**config.mk**
```make
export PLATFORM = sky130hd
export DESIGN_NAME = crossbar_return_demux
export DESIGN_NICKNAME = d
export VERILOG_FILES = /design/src/rtl/crossbar_return_demux.sv
export SDC_FILE = /design/constraint.sdc
export NUM_CORES = 1
export LEC_CHECK = 0
export CAP_MARGIN = 10
export CORE_MARGIN = 2
export CORE_UTILIZATION = 35
export CTS_CLUSTER_DIAMETER = 80
export DETAILED_ROUTE_END_ITERATION = 7
export PLACE_DENSITY = 0.62
export SLEW_MARGIN = 20
export SYNTH_ARGS = -nofsm -noshare
export SYNTH_HDL_FRONTEND = slang
export SYNTH_SLANG_ARGS = --single-unit
```
**constraint.sdc**
```tcl
create_clock -name clk -period 4.6 [get_ports clk]
set_input_delay 0.69 -clock clk [delete_from_list [all_inputs] [get_ports clk]]
set_output_delay 0.69 -clock clk [all_outputs]
set_load 0.01 [all_outputs]
```
**src/rtl/crossbar_return_demux.sv**
```systemverilog
// Return-path demux: steers packets from one master stream back to the
// originating slave lane, with a registered main+skid output stage.
module crossbar_return_demux #(
  parameter int T_DATA_WIDTH = 8,
  parameter int S_DATA_COUNT = 3,
  parameter int T_ID___WIDTH = $clog2(S_DATA_COUNT)
) (
  input  logic                                     clk,
  input  logic                                     rst_n,
  input  logic [T_DATA_WIDTH-1:0]                  m_data_i,
  input  logic [T_ID___WIDTH-1:0]                  m_id_i,
  input  logic                                     m_last_i,
  input  logic                                     m_valid_i,
  output logic                                     m_ready_o,
  output logic [S_DATA_COUNT-1:0][T_DATA_WIDTH-1:0] s_data_o,
  output logic [S_DATA_COUNT-1:0]                  s_last_o,
  output logic [S_DATA_COUNT-1:0]                  s_valid_o,
  input  logic [S_DATA_COUNT-1:0]                  s_ready_i,
  output logic                                     busy_o,
  output logic                                     err_o
);

  typedef enum logic [1:0] {IDLE, PKT, DROP} state_t;

  localparam logic [T_ID___WIDTH:0] ID_LIM =
    (T_ID___WIDTH+1)'(S_DATA_COUNT);

  state_t                  state_q, state_d;
  logic [T_ID___WIDTH-1:0] lock_id, lock_d, dest_id;
  logic                    err_q, err_set;

  logic [T_DATA_WIDTH-1:0] out_data, skid_data;
  logic [T_ID___WIDTH-1:0] out_id, skid_id;
  logic                    out_last, skid_last;
  logic                    out_valid, skid_valid;

  logic acc, fire, store, in_range;

  assign m_ready_o = ~skid_valid;
  assign acc       = m_valid_i && m_ready_o;
  assign in_range  = {1'b0, m_id_i} < ID_LIM;
  assign busy_o    = state_q != IDLE;
  assign err_o     = err_q;

  always_comb begin
    fire = 1'b0;
    for (int i = 0; i < S_DATA_COUNT; i++) begin
      s_valid_o[i] = out_valid && (out_id == T_ID___WIDTH'(i));
      s_last_o[i]  = s_valid_o[i] && out_last;
      s_data_o[i]  = out_data;
      if (s_valid_o[i] && s_ready_i[i]) fire = 1'b1;
    end
  end

  // Routing is decided when a beat is accepted, never when it leaves.
  always_comb begin
    state_d = state_q;
    lock_d  = lock_id;
    dest_id = lock_id;
    store   = 1'b0;
    err_set = 1'b0;
    if (acc) begin
      unique case (state_q)
        IDLE: begin
          if (in_range) begin
            store   = 1'b1;
            dest_id = m_id_i;
            lock_d  = m_id_i;
            if (!m_last_i) state_d = PKT;
          end else begin
            err_set = 1'b1;
            if (!m_last_i) state_d = DROP;
          end
        end
        PKT: begin
          store   = 1'b1;
          err_set = m_id_i != lock_id;
          if (m_last_i) state_d = IDLE;
        end
        DROP: begin
          if (m_last_i) state_d = IDLE;
        end
        default: state_d = IDLE;
      endcase
    end
  end

  always_ff @(posedge clk or negedge rst_n) begin
    if (!rst_n) begin
      state_q <= IDLE;
      lock_id <= '0;
      err_q   <= 1'b0;
    end else begin
      state_q <= state_d;
      lock_id <= lock_d;
      if (err_set) err_q <= 1'b1;
    end
  end

  always_ff @(posedge clk or negedge rst_n) begin
    if (!rst_n) begin
      out_valid  <= 1'b0;
      skid_valid <= 1'b0;
      out_data   <= '0;
      out_id     <= '0;
      out_last   <= 1'b0;
      skid_data  <= '0;
      skid_id    <= '0;
      skid_last  <= 1'b0;
    end else if (fire && skid_valid) begin
      out_data   <= skid_data;
      out_id     <= skid_id;
      out_last   <= skid_last;
      skid_valid <= 1'b0;
    end else if (store && (!out_valid || fire)) begin
      out_data   <= m_data_i;
      out_id     <= dest_id;
      out_last   <= m_last_i;
      out_valid  <= 1'b1;
    end else if (store) begin
      skid_data  <= m_data_i;
      skid_id    <= dest_id;
      skid_last  <= m_last_i;
      skid_valid <= 1'b1;
    end else if (fire) begin
      out_valid  <= 1'b0;
    end
  end

endmodule

```
## Word level (Yosys, flattened, before mapping)

Index checks and enable logic that the tools add are counted.

- Register bits after elaboration: 29
- Input bits: 17
- Output and inout bits: 33
- Word-level logic and storage cells: 78

- $lt $le $gt $ge: 1
- Equal/unequal tests: 9
- Muxes and demuxes: 29
- Bitwise logic cells: 3
- Reductions and logical operators: 25

Operators by type and width:

| cell | number |
|---|---|
| 2-bit two-way mux | 9 |
| 8-bit two-way mux | 2 |
| 1-bit two-way mux | 15 |
| 1-bit logical AND | 12 |
| 3-bit AND reduction | 3 |
| 2-bit nonzero test | 4 |
| 2-bit by 1-bit == test with 1-bit output (second input constant) | 2 |
| 2-bit == test (second input constant) | 2 |
| 2-bit logical NOT | 2 |
| 2-bit by 1-bit inequality test with 1-bit output (second input constant) | 2 |
| 2-bit inequality test (second input constant) | 2 |
| 1-bit case mux with 2 select lines | 2 |
| 2-bit case mux with 2 select lines | 1 |
| 1-bit NOT | 3 |
| 2-bit < comparator (second input constant) | 1 |
| 2-bit inequality test | 1 |
| 2-bit AND reduction | 1 |
| 2-bit OR reduction | 1 |
| 1-bit logical NOT | 1 |
| 1-bit logical OR | 1 |

## Depth between registers and ports, before layout

Gate-level depths: netlist (run 1).

- Depth after elaboration: 10
- Mapped depth: 7

## Least setup slack after synthesis (run 1)

Ideal clock, no wire load.

- Kind: input to register
- Start: in m_valid_i
- End: reg skid_data[2]
- Library setup time: 0.125 ns
- Arrival: 1.720 ns
- Data required time: 4.475 ns
- Slack: 2.756 ns
- Stages on the path: 5
- Buffers on the path: 1
- Cells stage by stage: nor2b_1 o21ai_1 nor2_1 buf_6 mux2_2

- Cells in the longest elaborated chain, start to end: 5

Ends and longest elaborated chain:

| element | line | RTL |
|---|---|---|
| start: declaration | 13 | `input logic m_valid_i,` |
| 1-bit logical AND * | 40 | `assign acc = m_valid_i && m_ready_o;` |
| 1-bit two-way mux * | 62 | `if (acc) begin` |
| 1-bit logical AND | 115 | `end else if (store && (!out_valid \|\| fire)) begin` |
| 1-bit NOT (no source line) | n/a |  |
| 3-bit AND reduction (no source line) * | n/a |  |
| end signal: assignment | 121 | `skid_data <= m_data_i;` |
| end: declaration | 32 | `logic [T_DATA_WIDTH-1:0] out_data, skid_data;` |

Every way passes the cells marked *; elsewhere a longest branch is shown, timed or not.
A chain may end at the register's enable or synchronous reset.

## Final worst setup path (run 1)

- Start: in s_ready_i[0]
- End: reg out_id[0]

- Cells in the longest elaborated chain, start to end: 7

Ends and longest elaborated chain:

| element | line | RTL |
|---|---|---|
| start: declaration | 18 | `input logic [S_DATA_COUNT-1:0] s_ready_i,` |
| 1-bit logical AND * | 51 | `if (s_valid_o[i] && s_ready_i[i]) fire = 1'b1;` |
| 1-bit two-way mux * (3 in a row) | 51 |  |
| 1-bit logical OR | 115 |  |
| 1-bit logical AND | 115 |  |
| 2-bit nonzero test (no source line) | n/a |  |
| end signal: assignment | 112 | `out_id <= skid_id;` |
| end signal: assignment | 117 | `out_id <= dest_id;` |
| end: declaration | 33 | `logic [T_ID___WIDTH-1:0] out_id, skid_id;` |

Marks and branches as above.

==> results of run 1 <==
[state kept, by name (all words and copies together), names as in the netlist]
register and flops:
out_data 8, skid_data 8, lock_id 2, out_id 2, skid_id 2, state_q 2, err_o 1, out_last 1
out_valid 1, skid_last 1, skid_valid 1
[layer usage]
metal  global-route usage (%)  up-vias  wire length [um]
met3                     4.51        9               186
met5                        0        -                 0
met1                     16.9      547              1430
met4                     8.50        0                96
met2                     22.3       41              1510
li1                         -      533                 -
[power breakdown]
| group | total, mW | leakage (nW) | internal [mW] | switching (mW) |
|---|---|---|---|---|
| clock | 0.231 | 0.0542 | 0.135 | 0.0964 |
| sequential | 0.255 | 0.400 | 0.255 | 0 |
| combinational | 0.0280 | 0.497 | 0.0152 | 0.0127 |
[cells in the final DEF, fill, tap and decap left out, types with 2 or more instances in the layout]
master / netlist / routed
mux2_2: 12 / 12
and3b_2: 2 / 2
a22o_1: 2 / 2
a21oi_1: 2 / 2
o21a_1: 2 / 2
clkdlybuf4s50_1: 0 / 49
mux2i_1: 2 / 2
dfrtp_1: 29 / 29
nor2_1: 5 / 5
clkbuf_8: 0 / 7
nand2_1: 4 / 4
inv_1: 6 / 6
o21ai_0: 3 / 3
o21ai_1: 2 / 2
a221o_1: 10 / 10
and2_1: 3 / 3
ha_1: 2 / 2
and3_1: 11 / 11
[per-stage QoR]
step / hold WS, ns / cells / utilization [%] / setup slack [ns] / instance area [sq um]
5_1_grt: 0.490 / 218 / 49.5 / 1.76 / 2010
3_3_place_gp: 0.458 / 210 / 47.0 / 1.67 / 1910
4_1_cts: 0.465 / 218 / 49.5 / 1.90 / 2010
2_1_floorplan: 0.394 / 131 / - / 2.76 / 1500
3_5_place_dp: 0.452 / 210 / 47.0 / 1.62 / 1910
6_report: 0.461 / 218 / 49.5 / 1.90 / 2010
[synthesized netlist by cell type (3+ instances only)]
master / instances
a221o_1: 10
and2_1: 3
and3_1: 11
buf_4: 16
dfrtp_1: 29
inv_1: 6
mux2_2: 12
nand2_1: 4
nor2_1: 5
o21ai_0: 3
[cells by family (layout without fill, tap and decap cells)]
logic type                 after synthesis  after routing  synth area share (%)
and+or+nand+nor                         32             32                  13.1
muxes                                   14             14                  10.3
DFF                                     29             29                  48.3
AOI/OAI and AO/OA                       26             26                  14.2
xor gates and xnor gates                 1              1                 0.583
buffers and inverters                   27             64                  11.9
adders and majority gates                2              2                  1.67
[worst reg2reg max path: stages, from the launching register on]
cell and delay (ns):
dfrtp_1 0.37, inv_1 0.08, ha_1 0.26, a21boi_2 0.25, o21ai_1 0.12, nor2_1 0.76, mux2_2 0.42
[final cells by class]
cell class,count,area (sq um)
inverter,6,22.5
clock inverter,1,5.00
sequential,29,726
clock buffer,7,96.3
multi-input combinational,75,598
timing repair buffer,50,498
tap,50,62.6
fill,363,2050
[worst min path at each step]
stage	endpoint	slack, ns
3_3_place_gp	err_o$_DFFE_PN0P_	0.46
5_1_grt	err_o$_DFFE_PN0P_	0.49
6_report	err_o$_DFFE_PN0P_	0.46
4_1_cts	err_o$_DFFE_PN0P_	0.47
3_5_place_dp	err_o$_DFFE_PN0P_	0.45
2_1_floorplan	err_o$_DFFE_PN0P_	0.39
==> flow_summary.yaml, run 1 <==
drt:
  drtAntennaViolNets: 0
  viasPerCell: 5.18
  wirelength_um: 3230
  drtIter0Drc: 89
  drc_errors: 0
  vias: 1130
  wire_per_inst_um: 14.8
  first_pass_iters: 4
sta:
  slew_headroom_pct: 32.8
  finalCriticalPeriod_ns: 2.70
  setup_viol: 0
  fmax_ghz: 0.370
  max_slew.worst_pin.slew_ns: 1.01
  fin_crit_sh_pct: 58.7
  finalMaxSlewViolations: 0
  grt_setup_unrepaired: "false"
  fin_tns_setup_ns: 0
  hold_viol: 0
  skew_ns: 0.00600
cts:
  postCtsHoldBufs: 0
  clk_pin_slew_ns: 0.06
  insertion_delay_ns: 0.28
  clkSinkCount: 29
  htreeDepth: 2
  post_cts_buffers: 0
  root_buffer: "clkbuf_8"
  clockBufferDepth: 2
  tritoncts: "done"
  cts_resized: 0
  cts_made_buffers: 5
global_routing:
  track_usage_pct: 14.2
  grt_pass1_wl_um: 5400
  grt_max_degree: 30
  grt_pass1_vias: 1148
  antenna_found_initial: 0
  grt_overflow: 0
floorplanning:
  start_util_pct: 37.0
  die_x_um: 69.5
  die_area_sq_um: 4830
  core_sq_um: 4060
  die_h_um: 69.5
  num_io_pins: 50
  num_rows: 23
synthesis:
  ys_seq_elements: 29
  synthFlopType: "dfrtp_1"
  synthTopCellsByArea: "dfrtp_1, mux2_2, buf_4"
  ys_types: 33
  yosysTopAreaCellShare_pct: 48.3
  synth_fp_nets: 150
  synth_warnings: 0
  syn_area_per_cell_sq_um: 11.5
  syn_inst: 131
  async_flop_share_pct: 100
  synth_area_sq_um: 1500
  synth_edf_count: 0
  yosysSeqAreaShare_pct: 48.3
  yosysTopAreaCell: "dfrtp_1"
setup_path:
  path_buf_inv: 1
  crit_arrival_ns: 2.87
  end_kind: "flop"
  path_class: "in -> reg"
  crit_chain: "clkdlybuf4s50_1 -> mux2i_1 -> o21ai_1 -> a22oi_1 -> a221o_2"
  endpoint: "out_id[0]$_DFFE_PN0P_"
  critPathMaxStageDelay_ns: 0.68
  regToRegEndpoint: "skid_id[0]$_DFFE_PN0P_"
  r2r_cells: 6
  startpoint: "s_ready_i[0]"
  r2r_setup_slack_ns: 2.22
  critPathLaunchType: "input pin"
  critPathMaxFanout: 13
  cp.depth: 5
  slowest_stage: "o21ai_1"
  crit_family: "compound AO/OA/AOI/OAI gates"
  required_ns: 4.77
  r2r_start: "state_q[1]$_DFFE_PN0P_"
pwr:
  ir_drop_v: 0.000132
  power.leakage_nw: 0.951
  p_per_area_nw_per_um2: 256
  p_total_mw: 0.514
placement:
  hpwlAfterDp_um: 2200
  finalWeightedCongestion: 0.727
  numPortBuffers: 49
hold_path:
  holdPathStages: 1
  worstHoldStart: "err_o$_DFFE_PN0P_"
  hp-class: "reg -> reg"
layout:
  drive_above_1_share_pct: 16.1
  nets: 186
  area_growth_pct: 33.6
  antenna_cells: 0
outcome:
  status: "complete, no violations"
run:
  cap_violations: 0
Power figures use the tool's default switching activity.
==> inputs of run 2 (changes only) <==
==> constraint.sdc (replaced) <==
create_clock -name clk -period 2.82 [get_ports clk]
set_input_delay 0.423 -clock clk [delete_from_list [all_inputs] [get_ports clk]]
set_output_delay 0.423 -clock clk [all_outputs]
set_load 0.01 [all_outputs]
==> flow_summary.yaml, run 2 (synthesized netlist as in run 1, its figures left out) <==
global_routing:
  track_usage_pct: 14.0
  grt_pass1_wl_um: 5350
  grt_pass1_vias: 1124
  antenna_found_initial: 0
  grt_max_degree: 30
  grt_overflow: 0
pwr:
  swShare_pct: 20.5
  p_comb_share_pct: 5.8
  ir_drop_v: 0.000282
  switching_power_mw: 0.164
  p_int_mw: 0.635
  power.leakage_nw: 0.952
  power.sequential.fraction_pct: 52.1
  p_per_area_nw_per_um2: 398
  p_clk_share_pct: 42.1
sta:
  setup_viol: 0
  hold_viol: 0
  grt_setup_unrepaired: "false"
  fmax_ghz: 0.442
  slew_headroom_pct: 29.6
  finalCriticalPeriod_ns: 2.26
  fin_tns_setup_ns: 0
  fin_crit_sh_pct: 80.2
  max_slew.worst_pin.slew_ns: 1.06
  skew_ns: 0.00441
  finalMaxSlewViolations: 0
setup_path:
  critPathMaxStageDelay_ns: 0.83
  crit_family: "compound AO/OA/AOI/OAI gates"
  critPathMaxFanout: 11
  path_buf_inv: 1
  critPathLaunchType: "flop"
  slowest_stage: "a22oi_1"
  required_ns: 3.03
  r2r_setup_slack_ns: 0.56
  crit_arrival_ns: 2.47
  path_class: "reg -> reg"
  crit_chain: "inv_1 -> ha_1 -> a21boi_2 -> o21a_1 -> a22oi_1 -> a221o_2"
  end_kind: "flop"
cts:
  postCtsHoldBufs: 0
  insertion_delay_ns: 0.28
  cts_resized: 0
  root_buffer: "clkbuf_8"
  clockBufferDepth: 2
  cts_made_buffers: 5
  clk_pin_slew_ns: 0.06
  tritoncts: "done"
  post_cts_buffers: 0
  clkSinkCount: 29
  htreeDepth: 2
floorplanning:
  die_h_um: 69.5
  num_io_pins: 50
  num_rows: 23
  die_area_sq_um: 4830
  start_util_pct: 37.0
  die_x_um: 69.5
  core_sq_um: 4060
placement:
  numPortBuffers: 49
  hpwlAfterDp_um: 2190
  finalWeightedCongestion: 0.738
  dpl-instance-area_sq_um: 1920
layout:
  final_cell_mix: "clkdlybuf4s50_1, dfrtp_1, mux2_2"
  final_area_sq_um: 2010
  area_growth_pct: 33.6
  drive_above_1_share_pct: 16.0
  multi_input_area_sq_um: 598
  nFillCells: 345
  layout_commonest_cell: "clkdlybuf4s50_1"
  antenna_cells: 0
  ff_latch_area_sq_um: 726
  nets: 188
  top_regs: "out_data (8), skid_data (8)"
drt:
  drtAntennaViolNets: 0
  viasPerCell: 5.16
  wirelength_um: 3190
  drc_errors: 0
  first_pass_iters: 4
  drtIter0Drc: 82
  vias: 1130
  wire_per_inst_um: 14.6
outcome:
  status: "complete, no violations"
hold_path:
  hp-class: "reg -> reg"
run:
  cap_violations: 0
run 2: changes by cell type in the layout (fill, tap and decap cells not counted):
cell      change
buf_4         +2
clkbuf_1      +1
clkbuf_8      -1
clkinv_2      -1
run 2: worst register-to-register path, cell delays in order, from the launching register on:
cell	delay, ns
dfrtp_1	0.37
inv_1	0.05
ha_1	0.27
a21boi_2	0.20
o21a_1	0.17
a22oi_1	0.83
a221o_2	0.31
run 2: final timing paths:
kind | startpoint | to | depth (start not counted)
hold / removal | err_o$_DFFE_PN0P_ | err_o$_DFFE_PN0P_ | 1
max in group asynchronous | rst_n | out_data[5]$_DFFE_PN0P_ | 2
setup reg to reg | state_q[0]$_DFFE_PN0P_ | out_id[0]$_DFFE_PN0P_ | 6
setup / recovery | state_q[0]$_DFFE_PN0P_ | out_id[0]$_DFFE_PN0P_ | 6
min in group asynchronous | rst_n | out_data[6]$_DFFE_PN0P_ | 2
hold reg to reg | err_o$_DFFE_PN0P_ | err_o$_DFFE_PN0P_ | 1
run 2: final cells by class:
class | count | area share, %
Sequential cell | 29 | 36.1
Multi-Input combinational cell | 75 | 29.8
Timing Repair Buffer | 52 | 25.5
Clock buffer | 7 | 4.30
Tap cell | 50 | 3.12
Inverter | 6 | 1.12
run 2: power groups by stage:
stage | clock [mW] | combinational (mW) | sequential (mW)
6_report | 0.337 | 0.0462 | 0.416
5_1_grt | 0.368 | 0.0511 | 0.416
4_1_cts | 0.350 | 0.0473 | 0.416
3_5_place_dp | 0 | 0.0471 | 0.424
3_3_place_gp | 0 | 0.0460 | 0.424
2_1_floorplan | 0 | 0.00837 | 0.424
run 2: through the flow:
stage	power (mW)	hold WS, ns	instances	setup slack (ns)	util [%]
2_1_floorplan	0.432	0.127	131	1.05	-
3_3_place_gp	0.470	0.443	212	0.402	47.4
3_5_place_dp	0.471	0.448	212	0.324	47.4
4_1_cts	0.813	0.465	219	0.542	49.5
5_1_grt	0.835	0.494	219	0.408	49.5
6_report	0.799	0.461	219	0.559	49.5
run 2: metal layers:
layer / share of wire [%] / GRT usage [%] / vias to the layer above
met5: 0 / 0 / -
met4: 1.7 / 5.88 / 0
met2: 48 / 22.3 / 36
met1: 44 / 17.8 / 555
met3: 6.1 / 3.92 / 6
li1: - / - / 533
==> inputs of run 3 (changes only) <==
==> constraint.sdc (replaced) <==
create_clock -name clk -period 2.3 [get_ports clk]
set_input_delay 0.345 -clock clk [delete_from_list [all_inputs] [get_ports clk]]
set_output_delay 0.345 -clock clk [all_outputs]
set_load 0.01 [all_outputs]
==> flow_summary.yaml, run 3 (synthesized netlist as in run 1, its figures left out) <==
floorplanning:
  num_rows: 23
  core_sq_um: 4060
  die_h_um: 69.5
  die_x_um: 69.5
  die_area_sq_um: 4830
  num_io_pins: 50
  start_util_pct: 37.0
run:
  cap_violations: 0
sta:
  fin_crit_sh_pct: 93.1
  slew_headroom_pct: 60.2
  setup_viol: 0
  grt_setup_unrepaired: "false"
  finalMaxSlewViolations: 0
  finalCriticalPeriod_ns: 2.14
  fin_tns_setup_ns: 0
  holdWs_ns: 0.442
  hold_viol: 0
  max_slew.worst_pin.slew_ns: 0.597
  skew_ns: 0.00744
  fmax_ghz: 0.467
cts:
  post_cts_buffers: 0
  clkSinkCount: 29
  root_buffer: "clkbuf_8"
  insertion_delay_ns: 0.28
  cts_made_buffers: 5
  tritoncts: "done"
  clk_pin_slew_ns: 0.07
  htreeDepth: 2
  clockBufferDepth: 2
layout:
  antenna_cells: 0
  nets: 189
  drive_above_1_share_pct: 18.7
  area_growth_pct: 37.9
  nFillCells: 369
  final_cell_mix: "clkdlybuf4s50_1, dfrtp_1, mux2_2"
  layout_commonest_cell: "clkdlybuf4s50_1"
  multi_input_area_sq_um: 607
  final_area_sq_um: 2070
  ff_latch_area_sq_um: 726
  top_regs: "out_data (8), skid_data (8)"
setup_path:
  critPathMaxFanout: 8
  path_class: "reg -> out"
  critPathLaunchType: "flop"
  crit_chain: "nor3b_1 -> and2_1 -> clkdlybuf4s50_1"
  r2r_setup_slack_ns: 0.39
  startpoint: "out_id[1]$_DFFE_PN0P_"
  regToRegEndpoint: "skid_data[0]$_DFFE_PN0P_"
  required_ns: 1.96
  endpoint: "s_last_o[0]"
  critPathMaxStageDelay_ns: 0.52
  end_kind: "output pin"
  slowest_stage: "clkdlybuf4s50_1"
  r2r_start: "state_q[1]$_DFFE_PN0P_"
  crit_arrival_ns: 1.80
  r2r_cells: 7
pwr:
  ir_drop_v: 0.000410
  power.leakage_nw: 0.980
  p_total_mw: 1.19
  p_per_area_nw_per_um2: 576
drt:
  first_pass_iters: 4
  viasPerCell: 5.15
  wire_per_inst_um: 14.2
  wirelength_um: 3150
  drtIter0Drc: 58
  drc_errors: 0
  vias: 1138
  drtAntennaViolNets: 0
global_routing:
  track_usage_pct: 14.0
  grt_pass1_vias: 1112
  grt_pass1_wl_um: 5330
  antenna_found_initial: 0
  grt_overflow: 0
  grt_max_degree: 30
placement:
  dpl-instance-area_sq_um: 1930
  numPortBuffers: 49
  finalWeightedCongestion: 0.750
  hpwlAfterDp_um: 2190
hold_path:
  hp-class: "in -> async"
outcome:
  status: "complete, no violations"
## run 3: what timing repair did
action | 4_1_cts | 5_1_grt
resized for setup | 0 | 2
hold endpoints to repair | 0 | 0
endpoints found under the setup margin | 0 | 11
hold buffers | 0 | 0
## run 3: critical path: cells and delay by family, from the launching register on
kind                   cells  cell delay, ns
and+or+nand+nor            2            0.52
buffers and inverters      1            0.52
DFF                        1            0.47
## run 3: worst min path at each step
stage                                    endpoint
final                      skid_valid$_DFFE_PN0P_
after global routing       skid_valid$_DFFE_PN0P_
after CTS                 out_data[6]$_DFFE_PN0P_
after detailed placement        err_o$_DFFE_PN0P_
after global placement          err_o$_DFFE_PN0P_
after floorplan                 err_o$_DFFE_PN0P_
## run 3: metal layers
layer	part of all wire (%)	GRT usage [%]	up-vias
li1	-	-	537
met1	47	18.2	552
met2	45	21.0	42
met3	6.8	5.09	7
met4	1.7	5.66	0
met5	0	0	-
## run 3: power breakdown
group / switching (mW) / internal, mW
Combinational: 0.0257 / 0.0326
Sequential: 0 / 0.510
Clock: 0.195 / 0.430
## run 3: per-stage QoR
stage / setup slack (ns) / utilization [%] / std cells
2_1_floorplan: 0.530 / - / 131
3_3_place_gp: -0.00180 / 47.5 / 213
3_5_place_dp: -0.105 / 47.5 / 213
4_1_cts: 0.0484 / 50.8 / 221
5_1_grt: 0.0590 / 51.1 / 221
6_report: 0.159 / 51.1 / 221
## run 3: area by class of cell
type                    instances  area share [%]
flip-flops and latches         29            35.0
multi-input cells              75            29.3
repair buffers                 53            25.1
clock buffers                   5            3.32
clock inverters                 3            3.14
well taps                      50            3.02
inverters                       6            1.09
